### src/rtl/weights_loader_wr.sv
// Streams a row-major weight matrix into addressed register-file writes, tracking count and checksum.
// Latency: write issued 1 cycle after accept; done pulses 2 cycles after the final accept.
module weights_loader_wr #(
  parameter int ROWS   = 20,
  parameter int COLS   = 20,
  parameter int DATA_W = 32,
  parameter int ADDR_W = 5,
  parameter int CNT_W  = 9
) (
  input  logic              clk_i,
  input  logic              rst_i,
  input  logic              start_i,
  input  logic              abort_i,
  input  logic              in_valid_i,
  output logic              in_ready_o,
  input  logic [DATA_W-1:0] in_data_i,
  output logic              wr_en_o,
  output logic [ADDR_W-1:0] wr_row_o,
  output logic [ADDR_W-1:0] wr_col_o,
  output logic [DATA_W-1:0] wr_data_o,
  output logic              busy_o,
  output logic              done_o,
  output logic [CNT_W-1:0]  count_o,
  output logic [DATA_W-1:0] checksum_o
);

  typedef enum logic [1:0] {S_IDLE, S_LOAD, S_LAST} state_t;

  state_t              state_q, state_d;
  logic [ADDR_W-1:0]   row_q, row_d, col_q, col_d;
  logic [ADDR_W-1:0]   wr_row_q, wr_row_d, wr_col_q, wr_col_d;
  logic [DATA_W-1:0]   wr_data_q, wr_data_d, checksum_q, checksum_d;
  logic [CNT_W-1:0]    count_q, count_d;
  logic                wr_en_q, wr_en_d, done_q, done_d;
  logic                accept;

  assign in_ready_o = (state_q == S_LOAD) && !abort_i;
  assign accept     = in_valid_i && in_ready_o;

  always_comb begin
    state_d    = state_q;
    row_d      = row_q;
    col_d      = col_q;
    count_d    = count_q;
    checksum_d = checksum_q;
    wr_en_d    = 1'b0;
    wr_row_d   = wr_row_q;
    wr_col_d   = wr_col_q;
    wr_data_d  = wr_data_q;
    done_d     = 1'b0;
    case (state_q)
      S_IDLE: begin
        if (start_i) begin
          state_d    = S_LOAD;
          row_d      = '0;
          col_d      = '0;
          count_d    = '0;
          checksum_d = '0;
        end
      end
      S_LOAD: begin
        if (abort_i) begin
          state_d = S_IDLE;
        end else if (accept) begin
          wr_en_d    = 1'b1;
          wr_row_d   = row_q;
          wr_col_d   = col_q;
          wr_data_d  = in_data_i;
          count_d    = count_q + CNT_W'(1);
          checksum_d = checksum_q + in_data_i;
          if (col_q == ADDR_W'(COLS - 1)) begin
            col_d = '0;
            // Last column of the last row closes the matrix.
            if (row_q == ADDR_W'(ROWS - 1)) begin
              row_d   = '0;
              state_d = S_LAST;
            end else begin
              row_d = row_q + ADDR_W'(1);
            end
          end else begin
            col_d = col_q + ADDR_W'(1);
          end
        end
      end
      S_LAST: begin
        state_d = S_IDLE;
        done_d  = 1'b1;
      end
      default: state_d = S_IDLE;
    endcase
  end

  always_ff @(posedge clk_i or posedge rst_i) begin
    if (rst_i) begin
      state_q    <= S_IDLE;
      row_q      <= '0;
      col_q      <= '0;
      count_q    <= '0;
      checksum_q <= '0;
      wr_en_q    <= 1'b0;
      wr_row_q   <= '0;
      wr_col_q   <= '0;
      wr_data_q  <= '0;
      done_q     <= 1'b0;
    end else begin
      state_q    <= state_d;
      row_q      <= row_d;
      col_q      <= col_d;
      count_q    <= count_d;
      checksum_q <= checksum_d;
      wr_en_q    <= wr_en_d;
      wr_row_q   <= wr_row_d;
      wr_col_q   <= wr_col_d;
      wr_data_q  <= wr_data_d;
      done_q     <= done_d;
    end
  end

  assign busy_o     = (state_q != S_IDLE);
  assign done_o     = done_q;
  assign wr_en_o    = wr_en_q;
  assign wr_row_o   = wr_row_q;
  assign wr_col_o   = wr_col_q;
  assign wr_data_o  = wr_data_q;
  assign count_o    = count_q;
  assign checksum_o = checksum_q;

endmodule

### config.mk
export PLATFORM = sky130hd
export DESIGN_NAME = weights_loader_wr
export DESIGN_NICKNAME = d
export VERILOG_FILES = /design/src/rtl/weights_loader_wr.sv
export SDC_FILE = /design/constraint.sdc
export NUM_CORES = 1
export LEC_CHECK = 0
export CAP_MARGIN = 10
export CORE_UTILIZATION = 50
export DETAILED_ROUTE_END_ITERATION = 8
export DONT_BUFFER_PORTS = 1
export GPL_ROUTABILITY_DRIVEN = 0
export GPL_TIMING_DRIVEN = 1
export SYNTH_ARGS = -nofsm -noshare
export SYNTH_HDL_FRONTEND = slang
export SYNTH_SLANG_ARGS = --single-unit
### constraint.sdc
create_clock -name clk_i -period 3.6 [get_ports clk_i]
set_input_delay 0.36 -clock clk_i [delete_from_list [all_inputs] [get_ports clk_i]]
set_output_delay 0.36 -clock clk_i [all_outputs]
set_load 0.05 [all_outputs]
==> results.toml, run 1 <==
[layout]
fillers = 958
diodes = 0
instances_no_fill = 749
final_nets = 680
design_area_mm2 = 0.00574
drive_above_1_share_pct = 5.38
area_growth_pct = 6.68

[floorplan]
initial_core_util_pct = 51.9
die_x_um = 106
die_area_mm2 = 0.0112
core_area_mm2 = 0.0104
ios = 124
std_cell_rows = 37
die_h_um = 106

[setup_path]
cp-startpoint = "checksum_o[4]"
crit_end = "checksum_o[31]"
rrSetupSlack_ps = 480
cp.required_ps = 3870
crit_family = "compound AO/OA/AOI/OAI gates"
crit_buf_inv = 0
start_kind = "register"
slowest_delay_ps = 590
crit_fanout = 4
path_depth = 10
r2r-end = "checksum_o[31]"
worstSetupPathType = "reg -> reg"
slowest_stage = "dfrtp_1"
worstPathArrival_ps = 3390
r2r-start = "checksum_o[4]"
reg2regPathDepth = 10
critical_path.cell_chain = "ha_1 > o211ai_1 > o21ai_1 > o211ai_1 > a21oi_1 > a31oi_2 > o21ai_1 > o22ai_2 > xnor2_1 > o311ai_1"
critPathCaptureType = "register"

[global_routing]
grt_overflow = 0
grt_first_pass_wirelength_um = 21300
antenna_found_initial = 0
grt.total_usage_pct = 24.0
grt_pass1_vias = 4454
grt_max_degree = 65

[synthesis]
ys_ff_latch = 97
yosys.area_share.simple_pct = 20.2
synthCells = 612
ys_types = 57
syn_area_mm2 = 0.00538
async_reset_ff_share_pct = 100
synthFlopType = "dfrtp_1"
synth_xor_area_share_pct = 5.21
syn_area_per_cell_um2 = 8.79
ys_seq_area_share_pct = 45.1
synth_compound_gate_area_share_pct = 17.9
synth_top_family_by_area = "simple AND/OR/NAND/NOR gates"
synth-adder-area-share_pct = 8.28
synth.area.mux_share_pct = 0.372
synth_nets = 684
yosysWarnings = 0
synth_edf_count = 0

[job]
maxCapViolCount = 0

[sta]
fin_crit_ps = 3120
fin_tns_setup_ps = 0
slew_headroom_pct = 37.4
finalHoldViolCount = 0
finalSetupViolations = 0
finClkSkew_ps = 6.16
period_share_pct = 86.7
max_slew.worst_pin.slew_ps = 938
report.final.slew_viol_count = 0
grt_setup_unrepaired = "false"
fmax_mhz = 320
setup_ws_ps = 480

[routing]
route.detailed.vias_per_inst = 5.73
wirelength_um = 12400
ant_nets = 0
vias = 4290
firstDrtPassIters = 7
drc_errors = 0
drt_iter0_markers = 190
avgRoutedWirePerCell_um = 16.6

[clocking]
post_cts.repair.setup_buffers = 0
cts_resized = 0
clock_latency_ps = 370
clkTransAtPathRegs_ps = 90
cts_sinks = 97
tritoncts = "built"
htree_num_levels = 3
hold_buffers = 0
cts.path.max_buffers = 2
root_buffer = "clkbuf_8"
cts-buffers-inserted = 9

[place]
dp_cells = 733
dp_hpwl_um = 8940
detailed_place.area_mm2 = 0.00553
pre_cts_slack_ps = 522
portBuffers = 0

[power_and_ir_drop]
total_power_mw = 4.12
powerDensity_mw_per_mm2 = 717
p_leak_nw = 2.86
max-vdd-ir-drop_v = 0.000352

[outcome]
status = "finished clean"

[min_path]
hold_path.class = "in -> async"
-- per-layer routing --
metal,global-route usage (%),up-vias,part of all wire (%)
met3,7.30,18,6.4
li1,-,2087,-
met2,39.0,112,47
met1,30.1,2073,45
met5,0,-,0
met4,8.43,0,1.7
-- layout by cell type (no fill, tap or decap), types with 3 or more instances in the layout --
master / netlist / layout
o31ai_1: 4 / 4
dfrtp_1: 97 / 97
inv_1: 17 / 15
xor2_1: 21 / 21
nor3_1: 5 / 5
or3_1: 4 / 4
nand4_1: 6 / 6
ha_1: 34 / 34
nand2b_1: 7 / 7
a22oi_1: 3 / 3
nor2b_1: 7 / 7
nand2_1: 175 / 174
clkbuf_8: 0 / 12
xnor2_1: 11 / 11
nor2_1: 23 / 23
and3_1: 5 / 5
o21ai_1: 5 / 5
o21ai_0: 47 / 47
a31oi_1: 3 / 3
nand3_1: 9 / 9
a21o_1: 19 / 19
buf_4: 0 / 9
a211oi_1: 4 / 4
a21oi_1: 34 / 34
o211ai_1: 3 / 3
a22o_1: 5 / 5
o21a_1: 4 / 4
-- through the flow --
step	hold slack (ps)	util [%]
global route	27.5	55.3
global placement	436	53.3
floorplan	433	-
detailed placement	438	53.3
finish	13.9	55.3
CTS	24.8	55.3
-- worst reg2reg max path, stage by stage (launching register included) --
cell and delay, ps:
dfrtp_1 590, ha_1 460, o211ai_1 110, o21ai_1 270
o211ai_1 170, a21oi_1 350, a31oi_2 240, o21ai_1 300
o22ai_2 150, xnor2_1 140, o311ai_1 230
-- Yosys cell counts, drive strengths merged, types with 6 or more instances --
| cell type | instances | share of area [%] |
|---|---|---|
| o21ai | 52 | 4.8 |
| nor2b | 7 | 0.81 |
| clkbuf | 21 | 1.5 |
| dfrtp | 97 | 45 |
| nand4 | 6 | 0.70 |
| a21o | 19 | 2.7 |
| nand3 | 9 | 0.84 |
| nor2 | 23 | 1.6 |
| nand2b | 7 | 0.81 |
| nand2 | 175 | 12 |
| inv | 17 | 1.2 |
| xor2 | 21 | 3.4 |
| a21oi | 35 | 3.3 |
| ha | 34 | 7.9 |
| xnor2 | 11 | 1.8 |
-- cells by family (layout without fill, tap and decap cells) --
kind of cell / Yosys count / count (layout)
AOI/OAI and AO/OA: 152 / 152
xor gates and xnor gates: 32 / 32
adders and majority gates: 35 / 35
buffers and inverters: 41 / 42
DFF: 97 / 97
muxes: 2 / 2
and+or+nand+nor: 253 / 253
-- flip-flops by register name, indices dropped and copies added (netlist names) --
| signal | count |
|---|---|
| state_q | 2 |
| wr_data_o | 32 |
| wr_row_o | 5 |
| wr_en_o | 1 |
| col_q | 5 |
| row_q | 5 |
| wr_col_o | 5 |
| checksum_o | 32 |
| count_o | 9 |
| done_o | 1 |
-- layout make-up --
cell class              count  area [um2]  area share [%]
clock buffers              14         173            3.01
clock inverters             2        35.0           0.611
inverters                  17        66.3            1.16
multi-input cells         474        2800            48.8
flip-flops and latches     97        2430            42.3
well taps                 136         170            2.97
repair buffers              9        67.6            1.18
-- where the power goes --
group	switching, mW	internal, mW	leakage (nW)
sequential	0.951	1.30	1.28
clock	0.377	0.378	0.107
combinational	0.652	0.455	1.47
-- worst min path at each step --
stage | end | depth (start not counted) | slack (ps) | startpoint
6_report | wr_data_o[16] | 1 | 10 | rst_i
5_1_grt | state_q[1] | 1 | 30 | abort_i
4_1_cts | state_q[1] | 1 | 20 | abort_i
3_5_place_dp | state_q[1] | 1 | 440 | abort_i
3_3_place_gp | wr_data_o[16] | 1 | 440 | rst_i
2_1_floorplan | state_q[1] | 1 | 430 | abort_i
Note: power is estimated with default switching activity, not from simulation.
==> run 2: changes to the inputs <==
--- a/config.mk
+++ b/config.mk
@@ -6,11 +6,12 @@
 export NUM_CORES = 1
 export LEC_CHECK = 0
 export CAP_MARGIN = 10
-export CORE_UTILIZATION = 50
+export CORE_UTILIZATION = 51
 export DETAILED_ROUTE_END_ITERATION = 8
 export DONT_BUFFER_PORTS = 1
 export GPL_ROUTABILITY_DRIVEN = 0
 export GPL_TIMING_DRIVEN = 1
+export PLACE_DENSITY = 0.66
 export SYNTH_ARGS = -nofsm -noshare
 export SYNTH_HDL_FRONTEND = slang
 export SYNTH_SLANG_ARGS = --single-unit
==> run 2 against run 1 <==
  * Global-route usage is 0.40 points lower
  * Power fell by 1.4%
  * Sequential cell count did not move
  * Non-clock buffer count shrank 2
  * Worst hold slack improved by 62 ps
  * Die area decreased by 1.9%
  * Largest cell class unchanged
==> results.toml, run 2 (synthesized netlist as in run 1, its figures left out) <==
[sta]
finalSetupViolations = 0
setup_ws_ps = 444
period_share_pct = 87.7
report.final.slew_viol_count = 0
finClkSkew_ps = 12.4
max_slew.worst_pin.slew_ps = 1020
grt_setup_unrepaired = "false"
hold_slack_ps = 76.0
fin_tns_setup_ps = 0
finalHoldViolCount = 0
fmax_mhz = 317
slew_headroom_pct = 31.8
fin_crit_ps = 3160

[layout]
drive_above_1_share_pct = 4.93
postLayoutCoreUtil_pct = 55.5
multi_input_area_mm2 = 0.00280
layout_commonest_cell = "nand2_1"
diodes = 0
layout_common_cells = "nand2_1 (174), dfrtp_1 (97), o21ai_0 (47), a21oi_1 (34), ha_1 (34)"
fillers = 926
register_area_mm2 = 0.00243
final_nets = 678
area_growth_pct = 5.95

[global_routing]
grt_max_degree = 82
grt_overflow = 0
grt.total_usage_pct = 23.6
antenna_found_initial = 0
grt_first_pass_wirelength_um = 20800
grt_pass1_vias = 4232

[floorplan]
std_cell_rows = 37
die_x_um = 105
die_area_mm2 = 0.0110
ios = 124
die_h_um = 105
initial_core_util_pct = 52.3
core_area_mm2 = 0.0103

[routing]
ant_nets = 0
drc_errors = 0
vias = 4319
route.detailed.vias_per_inst = 5.80
wirelength_um = 12300
firstDrtPassIters = 5
drt_iter0_markers = 185
avgRoutedWirePerCell_um = 16.5

[clocking]
clkTransAtPathRegs_ps = 90
post_cts.repair.setup_buffers = 0
htree_num_levels = 3
cts.path.max_buffers = 2
cts_sinks = 97
hold_buffers = 0
tritoncts = "built"
clock_latency_ps = 350
cts_resized = 0
cts-buffers-inserted = 9
root_buffer = "clkbuf_8"

[setup_path]
critPathCaptureType = "register"
worstPathArrival_ps = 3360
reg2regPathDepth = 10
crit_fanout = 4
worstSetupPathType = "reg -> reg"
cp.required_ps = 3800
start_kind = "register"

[power_and_ir_drop]
power_switching_mw = 1.97
p_sw_share_pct = 48.6
pwr-share-clk_pct = 17.1
p_leak_nw = 2.83
p_int_mw = 2.09
power.share.combinational_pct = 27.4
total_power_mw = 4.06
max-vdd-ir-drop_v = 0.000387
pwr-share-seq_pct = 55.5
powerDensity_mw_per_mm2 = 712

[place]
portBuffers = 0
pre_cts_slack_ps = 502
dp_hpwl_um = 8700

[outcome]
status = "finished clean"

[min_path]
whs_path_depth = 1
hold_path.class = "in -> reg"

[job]
maxCapViolCount = 0
-- run 2: changes by cell type in the layout (fill, tap and decap cells not counted) --
| cell | change |
|---|---|
| clkinvlp_4 | +1 |
| clkbuf_8 | -2 |
| buf_4 | -2 |
| clkbuf_1 | -1 |
-- run 2: metrics by stage --
stage	std cells	cell area [um2]
3_3_place_gp	731	5520
5_1_grt	745	5700
3_5_place_dp	731	5520
6_report	745	5700
2_1_floorplan	612	5380
4_1_cts	745	5700
-- run 2: cell type report --
cell class / instances / share of cell area (%)
multi-input combinational: 474 / 49.1
tap: 136 / 2.99
sequential: 97 / 42.6
clock buffer: 11 / 2.48
clock inverter: 3 / 0.746
timing repair buffer: 7 / 0.922
inverter: 17 / 1.16
-- run 2: final timing paths --
path / slack [ps] / endpoint / start
min: 80 / state_q[1] / abort_i
max in group asynchronous: 2680 / wr_data_o[5] / rst_i
min in group asynchronous: 120 / checksum_o[0] / rst_i
min reg2reg: 510 / done_o / state_q[0]
max reg2reg: 440 / checksum_o[30] / checksum_o[2]
max: 440 / checksum_o[30] / checksum_o[2]
-- run 2: per-layer routing --
layer / track usage (%) / vias to the layer above / wire, um
met4: 6.84 / 0 / 133
met2: 39.1 / 123 / 5870
li1: - / 2099 / -
met5: 0 / - / 0
met3: 5.86 / 9 / 744
met1: 30.6 / 2088 / 5550
-- run 2: critical path: stages, from the launching register on --
cell      delay, ps
dfrtp_1         670
ha_1            380
nor2b_1         160
o211ai_1        220
a31oi_1         180
a311o_1         420
a31o_1          220
o21ai_0         390
o21ai_1         150
xnor2_1         140
o21ai_0          80
-- run 2: power by group through the flow --
stage	Sequential [mW]	Combinational, mW	Clock, mW
CTS	2.26	1.11	0.716
global placement	2.27	1.07	0
detailed placement	2.28	1.10	0
finish	2.25	1.11	0.695
floorplan	2.22	0.889	0
global route	2.29	1.26	0.760
